==> config.mk <==
export PLATFORM = sky130hd
export DESIGN_NAME = tlb_refill_arbiter_flat
export DESIGN_NICKNAME = d
export VERILOG_FILES = /design/src/rtl/tlb_refill_arbiter_pkg.sv /design/src/rtl/tlb_refill_arbiter_if.sv /design/src/rtl/tlb_refill_arbiter_rr_arb2.sv /design/src/rtl/tlb_refill_arbiter.sv /design/src/flat_wrapper.sv
export SDC_FILE = /design/constraint.sdc
export NUM_CORES = 1
export LEC_CHECK = 0
export ABC_AREA = 1
export CORE_MARGIN = 2
export CORE_UTILIZATION = 42
export CTS_BUF_LIST = sky130_fd_sc_hd__clkbuf_16
export DETAILED_ROUTE_END_ITERATION = 12
export PLACE_DENSITY = 0.88
export SYNTH_ARGS = -nofsm -noshare
export SYNTH_HDL_FRONTEND = slang
export SYNTH_SLANG_ARGS = --single-unit
==> constraint.sdc <==
create_clock -name clk -period 1.6 [get_ports clk]
set_clock_uncertainty 0.05 [all_clocks]
set_input_delay 0.16 -clock clk [delete_from_list [all_inputs] [get_ports clk]]
set_output_delay 0.16 -clock clk [all_outputs]
set_load 0.005 [all_outputs]
==> src/rtl/tlb_refill_arbiter_pkg.sv <==
// Shared definitions for the JTLB refill arbiter: entry layout and FSM states.
package tlb_refill_arbiter_pkg;

  localparam int unsigned VPN2_W = 19;
  localparam int unsigned REQ_I  = 0;
  localparam int unsigned REQ_D  = 1;

  typedef struct packed {
    logic [VPN2_W-1:0] vpn2;
    logic [7:0]        asid;
    logic              g;
    logic [19:0]       pfn0;
    logic [2:0]        c0;
    logic              d0;
    logic              v0;
    logic [19:0]       pfn1;
    logic [2:0]        c1;
    logic              d1;
    logic              v1;
  } tlb_entry_t;

  typedef enum logic [1:0] {
    ARB_IDLE   = 2'd0,
    ARB_LOOKUP = 2'd1,
    ARB_WRITE  = 2'd2,
    ARB_FENCE  = 2'd3
  } arb_state_e;

  typedef enum logic {
    OWN_I = 1'b0,
    OWN_D = 1'b1
  } owner_e;

endpackage

==> src/rtl/tlb_refill_arbiter_if.sv <==
// Bundle of L1 TLB refill, JTLB search/write and CP0 write handshake signals.
interface tlb_refill_arbiter_if;
  import tlb_refill_arbiter_pkg::*;

  logic              itlb_req;
  logic [VPN2_W-1:0] itlb_vpn2;
  logic              itlb_resp;
  logic              itlb_found;
  tlb_entry_t        itlb_entry;

  logic              dtlb_req;
  logic [VPN2_W-1:0] dtlb_vpn2;
  logic              dtlb_resp;
  logic              dtlb_found;
  tlb_entry_t        dtlb_entry;

  logic [VPN2_W-1:0] jtlb_vpn2;
  logic              jtlb_found;
  tlb_entry_t        jtlb_entry;

  logic              tlbw_req;
  logic              jtlb_we;
  logic              tlbw_done;
  logic              fence_tlb;

  // Arbiter side
  modport slave (
    input  itlb_req, itlb_vpn2, dtlb_req, dtlb_vpn2,
    input  jtlb_found, jtlb_entry, tlbw_req,
    output itlb_resp, itlb_found, itlb_entry,
    output dtlb_resp, dtlb_found, dtlb_entry,
    output jtlb_vpn2, jtlb_we, tlbw_done, fence_tlb
  );

  // Environment side (L1 TLBs, CP0, JTLB array)
  modport master (
    output itlb_req, itlb_vpn2, dtlb_req, dtlb_vpn2,
    output jtlb_found, jtlb_entry, tlbw_req,
    input  itlb_resp, itlb_found, itlb_entry,
    input  dtlb_resp, dtlb_found, dtlb_entry,
    input  jtlb_vpn2, jtlb_we, tlbw_done, fence_tlb
  );

endinterface

==> src/rtl/tlb_refill_arbiter_rr_arb2.sv <==
// Two-requester round-robin arbiter; bit 0 is the I-TLB, bit 1 the D-TLB.
module rr_arb2
  import tlb_refill_arbiter_pkg::*;
(
  input  logic       clk,
  input  logic       rst,
  input  logic [1:0] req_i,
  input  logic [1:0] elig_i,
  input  logic       adv_i,
  output logic [1:0] gnt_o
);

  logic       prio_d_q;
  logic [1:0] cand;

  // One-hot grant among eligible requesters, ties broken by prio_d_q
  always_comb begin
    cand  = req_i & elig_i;
    gnt_o = cand;
    if (&cand) begin
      gnt_o = prio_d_q ? 2'b10 : 2'b01;
    end
  end

  // Favour the other side after each accepted grant
  always_ff @(posedge clk) begin
    if (rst) begin
      prio_d_q <= 1'b1;
    end else if (adv_i && (|gnt_o)) begin
      prio_d_q <= gnt_o[REQ_I];
    end
  end

endmodule

==> src/rtl/tlb_refill_arbiter.sv <==
// Shares the JTLB search port between I/D refill engines and serialises CP0 writes.
module tlb_refill_arbiter
  import tlb_refill_arbiter_pkg::*;
(
  input  logic                clk,
  input  logic                rst,
  tlb_refill_arbiter_if.slave bus
);

  arb_state_e        state_q, state_d;
  owner_e            owner_q, owner_d;
  logic [VPN2_W-1:0] vpn_q, vpn_d;
  logic              i_resp_q, i_resp_d, d_resp_q, d_resp_d;
  logic              i_found_q, i_found_d, d_found_q, d_found_d;
  tlb_entry_t        i_entry_q, i_entry_d, d_entry_q, d_entry_d;
  logic [1:0]        gnt;
  logic              grant_en;
  logic              we;
  logic              fence;

  // Requesters whose response is on the wire this cycle are masked off
  rr_arb2 u_rr (
    .clk    (clk),
    .rst    (rst),
    .req_i  ({bus.dtlb_req, bus.itlb_req}),
    .elig_i (~{d_resp_q, i_resp_q}),
    .adv_i  (grant_en),
    .gnt_o  (gnt)
  );

  // Next-state and strobe decode; writes take priority over lookups in IDLE
  always_comb begin
    state_d  = state_q;
    grant_en = 1'b0;
    we       = 1'b0;
    fence    = 1'b0;
    unique case (state_q)
      ARB_IDLE: begin
        if (bus.tlbw_req) begin
          state_d = ARB_WRITE;
        end else if (|gnt) begin
          grant_en = 1'b1;
          state_d  = ARB_LOOKUP;
        end
      end
      ARB_LOOKUP: state_d = ARB_IDLE;
      ARB_WRITE: begin
        we      = 1'b1;
        state_d = ARB_FENCE;
      end
      ARB_FENCE: begin
        fence   = 1'b1;
        state_d = ARB_IDLE;
      end
      default: state_d = ARB_IDLE;
    endcase
  end

  // Search key/owner capture on grant; owner's response captured in LOOKUP
  always_comb begin
    owner_d   = owner_q;
    vpn_d     = vpn_q;
    if (grant_en) begin
      owner_d = gnt[REQ_D] ? OWN_D : OWN_I;
      vpn_d   = gnt[REQ_D] ? bus.dtlb_vpn2 : bus.itlb_vpn2;
    end
    i_resp_d  = (state_q == ARB_LOOKUP) && (owner_q == OWN_I);
    d_resp_d  = (state_q == ARB_LOOKUP) && (owner_q == OWN_D);
    i_found_d = i_resp_d ? bus.jtlb_found : i_found_q;
    i_entry_d = i_resp_d ? bus.jtlb_entry : i_entry_q;
    d_found_d = d_resp_d ? bus.jtlb_found : d_found_q;
    d_entry_d = d_resp_d ? bus.jtlb_entry : d_entry_q;
  end

  // State and datapath registers
  always_ff @(posedge clk) begin
    if (rst) begin
      state_q   <= ARB_IDLE;
      owner_q   <= OWN_I;
      vpn_q     <= '0;
      i_resp_q  <= 1'b0;
      d_resp_q  <= 1'b0;
      i_found_q <= 1'b0;
      d_found_q <= 1'b0;
      i_entry_q <= '0;
      d_entry_q <= '0;
    end else begin
      state_q   <= state_d;
      owner_q   <= owner_d;
      vpn_q     <= vpn_d;
      i_resp_q  <= i_resp_d;
      d_resp_q  <= d_resp_d;
      i_found_q <= i_found_d;
      d_found_q <= d_found_d;
      i_entry_q <= i_entry_d;
      d_entry_q <= d_entry_d;
    end
  end

  assign bus.itlb_resp  = i_resp_q;
  assign bus.itlb_found = i_found_q;
  assign bus.itlb_entry = i_entry_q;
  assign bus.dtlb_resp  = d_resp_q;
  assign bus.dtlb_found = d_found_q;
  assign bus.dtlb_entry = d_entry_q;
  assign bus.jtlb_vpn2  = vpn_q;
  assign bus.jtlb_we    = we;
  assign bus.tlbw_done  = fence;
  assign bus.fence_tlb  = fence;

endmodule

==> src/flat_wrapper.sv <==
// flat-port wrapper written by rule: the top's interface ports become plain ports
module tlb_refill_arbiter_flat import tlb_refill_arbiter_pkg::*;
  (clk, rst, bus_itlb_req, bus_itlb_vpn2, bus_dtlb_req, bus_dtlb_vpn2, bus_jtlb_found, bus_jtlb_entry, bus_tlbw_req, bus_itlb_resp, bus_itlb_found, bus_itlb_entry, bus_dtlb_resp, bus_dtlb_found, bus_dtlb_entry, bus_jtlb_vpn2, bus_jtlb_we, bus_tlbw_done, bus_fence_tlb);
  tlb_refill_arbiter_if bus_i ();
  input  logic clk;
  input  logic rst;
  input wire logic [$bits(bus_i.itlb_req)-1:0] bus_itlb_req;
  input wire logic [$bits(bus_i.itlb_vpn2)-1:0] bus_itlb_vpn2;
  input wire logic [$bits(bus_i.dtlb_req)-1:0] bus_dtlb_req;
  input wire logic [$bits(bus_i.dtlb_vpn2)-1:0] bus_dtlb_vpn2;
  input wire logic [$bits(bus_i.jtlb_found)-1:0] bus_jtlb_found;
  input wire logic [$bits(bus_i.jtlb_entry)-1:0] bus_jtlb_entry;
  input wire logic [$bits(bus_i.tlbw_req)-1:0] bus_tlbw_req;
  output wire logic [$bits(bus_i.itlb_resp)-1:0] bus_itlb_resp;
  output wire logic [$bits(bus_i.itlb_found)-1:0] bus_itlb_found;
  output wire logic [$bits(bus_i.itlb_entry)-1:0] bus_itlb_entry;
  output wire logic [$bits(bus_i.dtlb_resp)-1:0] bus_dtlb_resp;
  output wire logic [$bits(bus_i.dtlb_found)-1:0] bus_dtlb_found;
  output wire logic [$bits(bus_i.dtlb_entry)-1:0] bus_dtlb_entry;
  output wire logic [$bits(bus_i.jtlb_vpn2)-1:0] bus_jtlb_vpn2;
  output wire logic [$bits(bus_i.jtlb_we)-1:0] bus_jtlb_we;
  output wire logic [$bits(bus_i.tlbw_done)-1:0] bus_tlbw_done;
  output wire logic [$bits(bus_i.fence_tlb)-1:0] bus_fence_tlb;
  assign bus_i.itlb_req = bus_itlb_req;
  assign bus_i.itlb_vpn2 = bus_itlb_vpn2;
  assign bus_i.dtlb_req = bus_dtlb_req;
  assign bus_i.dtlb_vpn2 = bus_dtlb_vpn2;
  assign bus_i.jtlb_found = bus_jtlb_found;
  assign bus_i.jtlb_entry = bus_jtlb_entry;
  assign bus_i.tlbw_req = bus_tlbw_req;
  assign bus_itlb_resp = bus_i.itlb_resp;
  assign bus_itlb_found = bus_i.itlb_found;
  assign bus_itlb_entry = bus_i.itlb_entry;
  assign bus_dtlb_resp = bus_i.dtlb_resp;
  assign bus_dtlb_found = bus_i.dtlb_found;
  assign bus_dtlb_entry = bus_i.dtlb_entry;
  assign bus_jtlb_vpn2 = bus_i.jtlb_vpn2;
  assign bus_jtlb_we = bus_i.jtlb_we;
  assign bus_tlbw_done = bus_i.tlbw_done;
  assign bus_fence_tlb = bus_i.fence_tlb;
  tlb_refill_arbiter u_core (.clk(clk), .rst(rst), .bus(bus_i));
endmodule
After elaboration in Yosys (flattened, before gate mapping)
Index checks and enable logic that the tools add are counted.
Widths: inputs -> output; s select.
{"block": "op_classes", "reduce_logical": 7, "mux": 12, "eq_ne": 4, "bitwise": 3}
{"cell": "$mux 19", "n": 1}
{"cell": "$mux 2", "n": 4}
{"cell": "$mux 1", "n": 6}
{"cell": "$pmux 2 s3", "n": 1}
{"cell": "$eq 2x2->1 const B", "n": 2}
{"cell": "$reduce_or 2->1", "n": 2}
{"cell": "$logic_and 1x1->1", "n": 3}
{"cell": "$ne 3x2->1 const B", "n": 1}
{"cell": "$and 2x2->2", "n": 1}
{"cell": "$eq 2x1->1 const B", "n": 1}
{"cell": "$logic_not 2->1", "n": 1}
{"cell": "$not 2->2", "n": 1}
{"cell": "$reduce_and 2->1", "n": 1}
{"cell": "$not 1->1", "n": 1}
{"block": "word_totals", "regBits": 183, "output_inout_bits": 182, "inputBits": 122}

Depth between registers and ports, before layout
Gate-level depths: netlist (run 1).
{"block": "logic_depth", "ltp_word": 9, "mapped_depth": 9, "mapped_depth_nobuf": 8}

Cells and area by module
Synthesis (run 1) repeated with hierarchy kept, for this count alone.
{"block": "hier_totals", "cells_unflattened": 922, "area_unflattened_um2": 7044.3}
{"mod": "tlb_refill_arbiter", "instances": 1, "seq_area_each_um2": 3643.5, "cells_per_inst": 911, "area_each_um2": 6976.7}
{"mod": "rr_arb2", "instances": 1, "seq_area_each_um2": 20.0, "cells_per_inst": 11, "area_each_um2": 67.6}

Worst setup path after synthesis (run 1)
Ideal clock, no wire load.
{"block": "synth_path", "path_type": "reg-to-reg", "start": "register u_core.state_q[1]", "end": "register u_core.vpn_q[12] (netlist: u_core.bus.jtlb_vpn2[12])", "setup_time_ps": 109, "stages_incl_launch_ff": 10, "slack_ps": 379, "arrival_time_ps": 1062, "synth_period_minus_slack_ps": 1221, "cell_sequence": "dfxtp_1 inv_1 nand2_1 nor2_1 nand2_2 inv_2 buf_6 nand3_1 nand2_1 inv_1"}
{"block": "synth_via", "elab_chain_len": 2}
{"element": "from (decl)", "line": "tlb_refill_arbiter.sv:10", "rtl": "arb_state_e state_q, state_d;"}
{"element": "from (signal assigned)", "line": "tlb_refill_arbiter.sv:88", "rtl": "state_q <= state_d;"}
{"element": "$logic_not 2->1", "line": "tlb_refill_arbiter.sv:37", "rtl": "unique case (state_q)"}
{"element": "$mux 1", "line": "tlb_refill_arbiter.sv:37"}
{"element": "to (signal assigned)", "line": "tlb_refill_arbiter.sv:90", "rtl": "vpn_q <= vpn_d;"}
{"element": "to (decl)", "line": "tlb_refill_arbiter.sv:12", "rtl": "logic [VPN2_W-1:0] vpn_q, vpn_d;"}
Every way passes these cells.
A chain may end at the register's enable or synchronous reset.

Worst setup path after layout (run 1)
{"block": "layout_path", "start": "register u_core.i_entry_q (netlist bit u_core.bus.itlb_entry[0])", "end": "output bus_itlb_entry[0]"}
{"element": "from (decl)", "line": "tlb_refill_arbiter.sv:15", "rtl": "tlb_entry_t i_entry_q, i_entry_d, d_entry_q, d_entry_d;"}
{"element": "from (signal assigned)", "line": "tlb_refill_arbiter.sv:95", "rtl": "i_entry_q <= i_entry_d;"}
{"element": "to (decl)", "line": "flat_wrapper.sv:16", "rtl": "output wire logic [$bits(bus_i.itlb_entry)-1:0] bus_itlb_entry;"}
No word-level cell between the ends.

==> metrics.cfg, run 1 <==
[global_routing]
antenna_found_initial=0
grt_max_degree=61
grt.total_usage_pct=22.3
grt_pass1_vias=6372
overflow=0
grt_pass1_wl_mm=31.5

[critical_path]
critPathLaunchType=register
required_ns=1.39
cp-end-kind=output port
cpMaxStageDelayCell=clkdlybuf4s50_1
worst-setup-path-type=reg2out
path_cells=clkdlybuf4s50_1
critPathBufInv=1
critPathMaxStageDelay_ns=0.53
critPathMaxFanout=2
crit_family=buffers and inverters
critPathArrivalTime_ns=1.33
reg2reg_setup_slack_ns=0.06

[drt]
drc=0
dr_total_vias=6795
drt-initial-drc-count=315
antenna_left=0
vias_per_cell=4.83
drtPass1Iterations=5
wl_per_cell_um=14.6
finalWirelength_mm=20.5

[clocking]
clk_pin_slew_ns=0.07
hold_buffers=0
numCtsBuffers=17
clockBufferDepth=2
htreeDepth=4
clk_latency_ns=0.42
ctsRootBufferMaster=clkbuf_16
clock-sinks=183
cts_tree=done

[sta]
rsz0062_at_grt=false
tightest_slew_ns=0.276
setup_viol=0
slew_headroom_pct=81.4
hold_viol_final=0
fin_setup_tns_ns=0
fin_hold_ws_ns=0.317
max_freq_mhz=649
slew_violations=0
fin_crit_ns=1.54
period_share_pct=96.3

[yosys]
synth-seq-cells=183
synthTopCellsByArea=dfxtp_1 52%, a21oi_1 13%, inv_1 11%
yosysTopAreaCell=dfxtp_1
yosysSeqAreaShare_pct=52.1
avgSynthCellArea_um2=7.93
syn_area_um2=7030
yosysWarnings=0
synth_cell_types=17
synth_nets=1009
syn_inst=887
synth.top_cell.area_share_pct=52.1

[power]
power_density_nw_per_um2=992
ir_worst_vdd_uv=654
leakage_uw=0.00408

[placed_design]
place_congestion=0.842
dp_hpwl_mm=14.8
port_buffers=303
placed_cells=1371

[layout]
most-common-layout-cells=299 x clkdlybuf4s50_1, 203 x inv_1, 181 x dfxtp_1
nNetsFinal=1295
final_cells=1406
final_common_cell=clkdlybuf4s50_1
final_layout_size_suffix_gt1_share_pct=5.73
diodes=0
area_delta_synth_final_pct=53.4

[floorplan]
die_x_um=133
die_y_um=133
ios=304
core_um2=16500
die_area_um2=17800
num_rows=47
start_util_pct=42.7

[run]
cap_viol_max_count=0

[hold_path]
min_path_type=in2reg

[status]
status=finished clean

-- worst paths after layout --
check	from	to	depth (start not counted)
worst max-delay path	u_core.bus.itlb_entry[0]	bus_itlb_entry[0]	1
worst min-delay path	bus_jtlb_entry[21]	u_core.bus.itlb_entry[21]	3
worst max register to register	u_core.state_q[0]	u_core.bus.itlb_entry[54]	7
worst min register to register	u_core.bus.itlb_entry[10]	u_core.bus.itlb_entry[10]	2
-- logic make-up (layout without fill, tap and decap cells) --
| family | after synthesis | after routing | share of synthesized area [%] |
|---|---|---|---|
| and+or+nand+nor | 100 | 100 | 6.53 |
| buffers and inverters | 269 | 568 | 17.5 |
| AOI/OAI and AO/OA | 335 | 335 | 23.8 |
| DFF | 183 | 183 | 52.1 |
-- power breakdown --
group,switching (µW),internal [µW]
clock,1840,2000
combinational,789,1060
sequential,157,4850
-- stage by stage --
stage | total power [µW] | area (µm²) | util, % | setup WS [ns]
3_3_place_gp | 6880 | 10200 | 61.9 | 0.108
6_report | 10700 | 10800 | 65.5 | 0.0596
5_1_grt | 11200 | 10800 | 65.5 | 0.00427
2_1_floorplan | 5840 | 7030 | - | 0.379
4_1_cts | 10800 | 10800 | 65.3 | 0.0156
3_5_place_dp | 6930 | 10200 | 61.9 | 0.0813
-- flip-flops by register name, summed over array words and instances, names as in the netlist --
register	cells
u_core.bus.dtlb_entry	78
u_core.bus.dtlb_found	1
u_core.bus.dtlb_resp	1
u_core.bus.itlb_entry	78
u_core.bus.itlb_found	1
u_core.bus.itlb_resp	1
u_core.bus.jtlb_vpn2	19
u_core.owner_q	1
u_core.state_q	2
u_core.u_rr.prio_d_q	1
-- layout make-up --
class	instances	area, µm²
fillers	1303	5680
flip-flops and latches	183	3670
repair buffers	331	3400
multi-input cells	435	2140
inverters	205	774
clock buffers	17	425
well taps	220	275
clock inverters	15	108
-- layer usage --
layer | global-route usage (%) | routed length, µm
met3 | 8.37 | 1920
met5 | 0 | 0
met1 | 24.6 | 8070
met2 | 38.5 | 9940
met4 | 9.52 | 597
-- cells in the mapped netlist, drive strengths merged --
master,number
nand2,48
nor3,1
buf,37
nor2,9
clkbuf,27
o21ai,158
inv,205
a21oi,177
nand3b,1
dfxtp,183
nand3,41
-- timing repair --
item	4_1_cts	5_1_grt
cloned	0	1
pin swaps	0	0
setup buffers	2	0
endpoints found under the setup margin	4	9
resized for setup	8	8
No activity file was read; power rests on OpenSTA's default activity.
==> inputs of run 2 (changes only) <==
--- a/config.mk
+++ b/config.mk
@@ -10,6 +10,7 @@
 export CORE_UTILIZATION = 42
 export CTS_BUF_LIST = sky130_fd_sc_hd__clkbuf_16
 export DETAILED_ROUTE_END_ITERATION = 12
+export HOLD_SLACK_MARGIN = 0.02
 export PLACE_DENSITY = 0.88
 export SYNTH_ARGS = -nofsm -noshare
 export SYNTH_HDL_FRONTEND = slang
==> results of run 2 <==
Same layout as run 1: the final DEF is identical, and so are final timing and power.
==> inputs of run 3 (changes only) <==
--- a/config.mk
+++ b/config.mk
@@ -14,4 +14,5 @@
 export PLACE_DENSITY = 0.88
 export SYNTH_ARGS = -nofsm -noshare
 export SYNTH_HDL_FRONTEND = slang
+export SYNTH_HIERARCHICAL = 1
 export SYNTH_SLANG_ARGS = --single-unit
==> run 3 against run 2 <==
Against the previous run:
- register-to-register slack better by 0.02 ns
- utilization is 1.4 points higher
- combinational power is 7% lower
- fmax hardly changed
- via count is 7.4% higher
- clock-buffer cell count stayed put
- critical path depth stayed put
- global-route usage is 1.9 points higher
- routed wire length is 11% higher
- critical path type unchanged
- largest cell class unchanged
- largest power group unchanged
- highest routed layer unchanged
==> metrics.cfg, run 3 <==
[status]
status=finished clean

[floorplan]
num_rows=47
die_area_um2=17800
die_x_um=134
ios=304
die_y_um=134
core_um2=16500
start_util_pct=42.8

[clocking]
clock-sinks=183
hold_buffers=0
numCtsBuffers=17
clockBufferDepth=2
clk_pin_slew_ns=0.07
clk_latency_ns=0.42
htreeDepth=4
cts_tree=done
ctsRootBufferMaster=clkbuf_16

[drt]
drtPass1Iterations=5
wl_per_cell_um=15.8
vias_per_cell=5.10
drc=0
dr_total_vias=7297
drt-initial-drc-count=410
antenna_left=0
finalWirelength_mm=22.7

[layout]
final_util_pct=67.0
final_layout_size_suffix_gt1_share_pct=6.19
most-common-layout-cells=298 x clkdlybuf4s50_1, 181 x nand2_1, 181 x dfxtp_1
area_delta_synth_final_pct=56.5
final_cells=1432
nNetsFinal=1321
diodes=0
final_common_cell=clkdlybuf4s50_1

[critical_path]
cp_num_cells=1
cp-end-kind=output port
crit_end=bus_dtlb_entry[50]
worstSetupStartpoint=u_core/bus.dtlb_entry[50]
cpMaxStageDelayCell=clkdlybuf4s50_1
required_ns=1.39
path_cells=clkdlybuf4s50_1
rr_endpoint=u_core/state_q[0]
reg2reg_depth=9
critPathMaxStageDelay_ns=0.54
r2r_start=u_core/bus.dtlb_resp
critPathMaxFanout=2
critPathArrivalTime_ns=1.33
crit_family=buffers and inverters
worst-setup-path-type=reg2out
critPathLaunchType=register
reg2reg_setup_slack_ns=0.08
critPathBufInv=1

[sta]
max_freq_mhz=649
rsz0062_at_grt=false
fin_hold_ws_ns=0.192
slew_headroom_pct=63.5
fin_crit_ns=1.54
hold_viol_final=0
tightest_slew_ns=0.547
period_share_pct=96.3
setup_viol=0
slew_violations=0

[yosys]
synth-async-reset-ratio_pct=0
yosysWarnings=6
yosysMostFrequentCell=dfxtp_1
avgSynthCellArea_um2=7.64
synth_cell_types=18
synthFlopType=dfxtp_1
synthTopCellsByArea=dfxtp_1 52%, a21oi_1 11%, nand2_1 9.6%
synth-seq-cells=183
yosysSeqAreaShare_pct=52.0
synthTopCellsByCount=183 x dfxtp_1, 181 x nand2_1, 160 x a21oi_1
syn_inst=922
synth.top_cell.area_share_pct=52.0
synth_edf_count=0
syn_area_um2=7040
yosysTopAreaCell=dfxtp_1
synth_nets=1044

[global_routing]
grt_pass1_wl_mm=34.7
overflow=0
grt.total_usage_pct=24.2
antenna_found_initial=0
grt_pass1_vias=6934
grt_max_degree=58

[power]
ir_worst_vdd_uv=738
leakage_uw=0.00412
power_density_nw_per_um2=982

[placed_design]
place_congestion=0.818
port_buffers=303
dp_hpwl_mm=15.4
placed_cells=1392

[hold_path]
min_path_type=in2reg

[run]
cap_viol_max_count=0

run 3: cell type report:
cell class	count	area [µm²]
clock inverter	15	169
inverter	111	417
multi-input combinational	550	2620
sequential	183	3670
clock buffer	17	425
tap	220	275
fill	1380	5440
timing repair buffer	336	3450
run 3: stage by stage:
stage	total power [µW]	setup TNS [ns]	instance area [µm²]	worst slack (ns)
5_1_grt	11300	0	11000	0.000519
3_5_place_dp	6650	-2.99	10300	-0.190
6_report	10800	0	11000	0.0588
3_3_place_gp	6620	-0.428	10300	-0.0767
4_1_cts	10900	0	10900	0.00444
2_1_floorplan	5660	0	7040	0.161
run 3: power breakdown:
part           total, µW  internal (µW)  switching (µW)
Clock               4230           2340            1890
Combinational       1720            906             818
Sequential          4870           4760             113
Total              10800           8000            2820
run 3: logic make-up (layout without fill, tap and decap cells):
kind of cell | after synthesis | after routing | synth area share (%)
DFF | 183 | 183 | 52.0
and+or+nand+nor | 309 | 309 | 19.6
AOI/OAI and AO/OA | 241 | 241 | 17.2
buffers and inverters | 189 | 479 | 11.3
run 3: how the worst min path moves through the flow:
stage | start | end | slack (ns) | depth (start not counted)
floorplan | rst | u_core/u_rr/prio_d_q | 0.22 | 2
global placement | u_core/bus.dtlb_entry[33] | u_core/bus.dtlb_entry[33] | 0.38 | 2
detailed placement | u_core/bus.dtlb_entry[7] | u_core/bus.dtlb_entry[7] | 0.38 | 2
CTS | rst | u_core/bus.jtlb_vpn2[18] | 0.17 | 5
global route | rst | u_core/bus.jtlb_vpn2[14] | 0.22 | 5
finish | rst | u_core/bus.jtlb_vpn2[12] | 0.19 | 5
run 3: worst reg2reg max path, cell delays in order (launching register included):
cell and delay, ns:
dfxtp_1 0.31, inv_1 0.08, nand2_1 0.05, a31oi_1 0.20
inv_1 0.09, nand2_1 0.11, nand3_4 0.12, buf_12 0.18
buf_4 0.13, a21oi_1 0.12
run 3: metal layers:
layer	global-route usage [%]	vias up	part of all wire, %
met3	8.07	47	8.2
met1	28.7	3386	40
met2	40.4	268	48
met5	0	-	0
li1	-	3596	-
met4	10.1	0	3.2
run 3: what timing repair did:
item / 4_1_cts / 5_1_grt
gates cloned: 0 / 2
pin swaps: 0 / 2
endpoints found under the setup margin: 3 / 87
resized for setup: 4 / 9
buffers inserted: 3 / 3
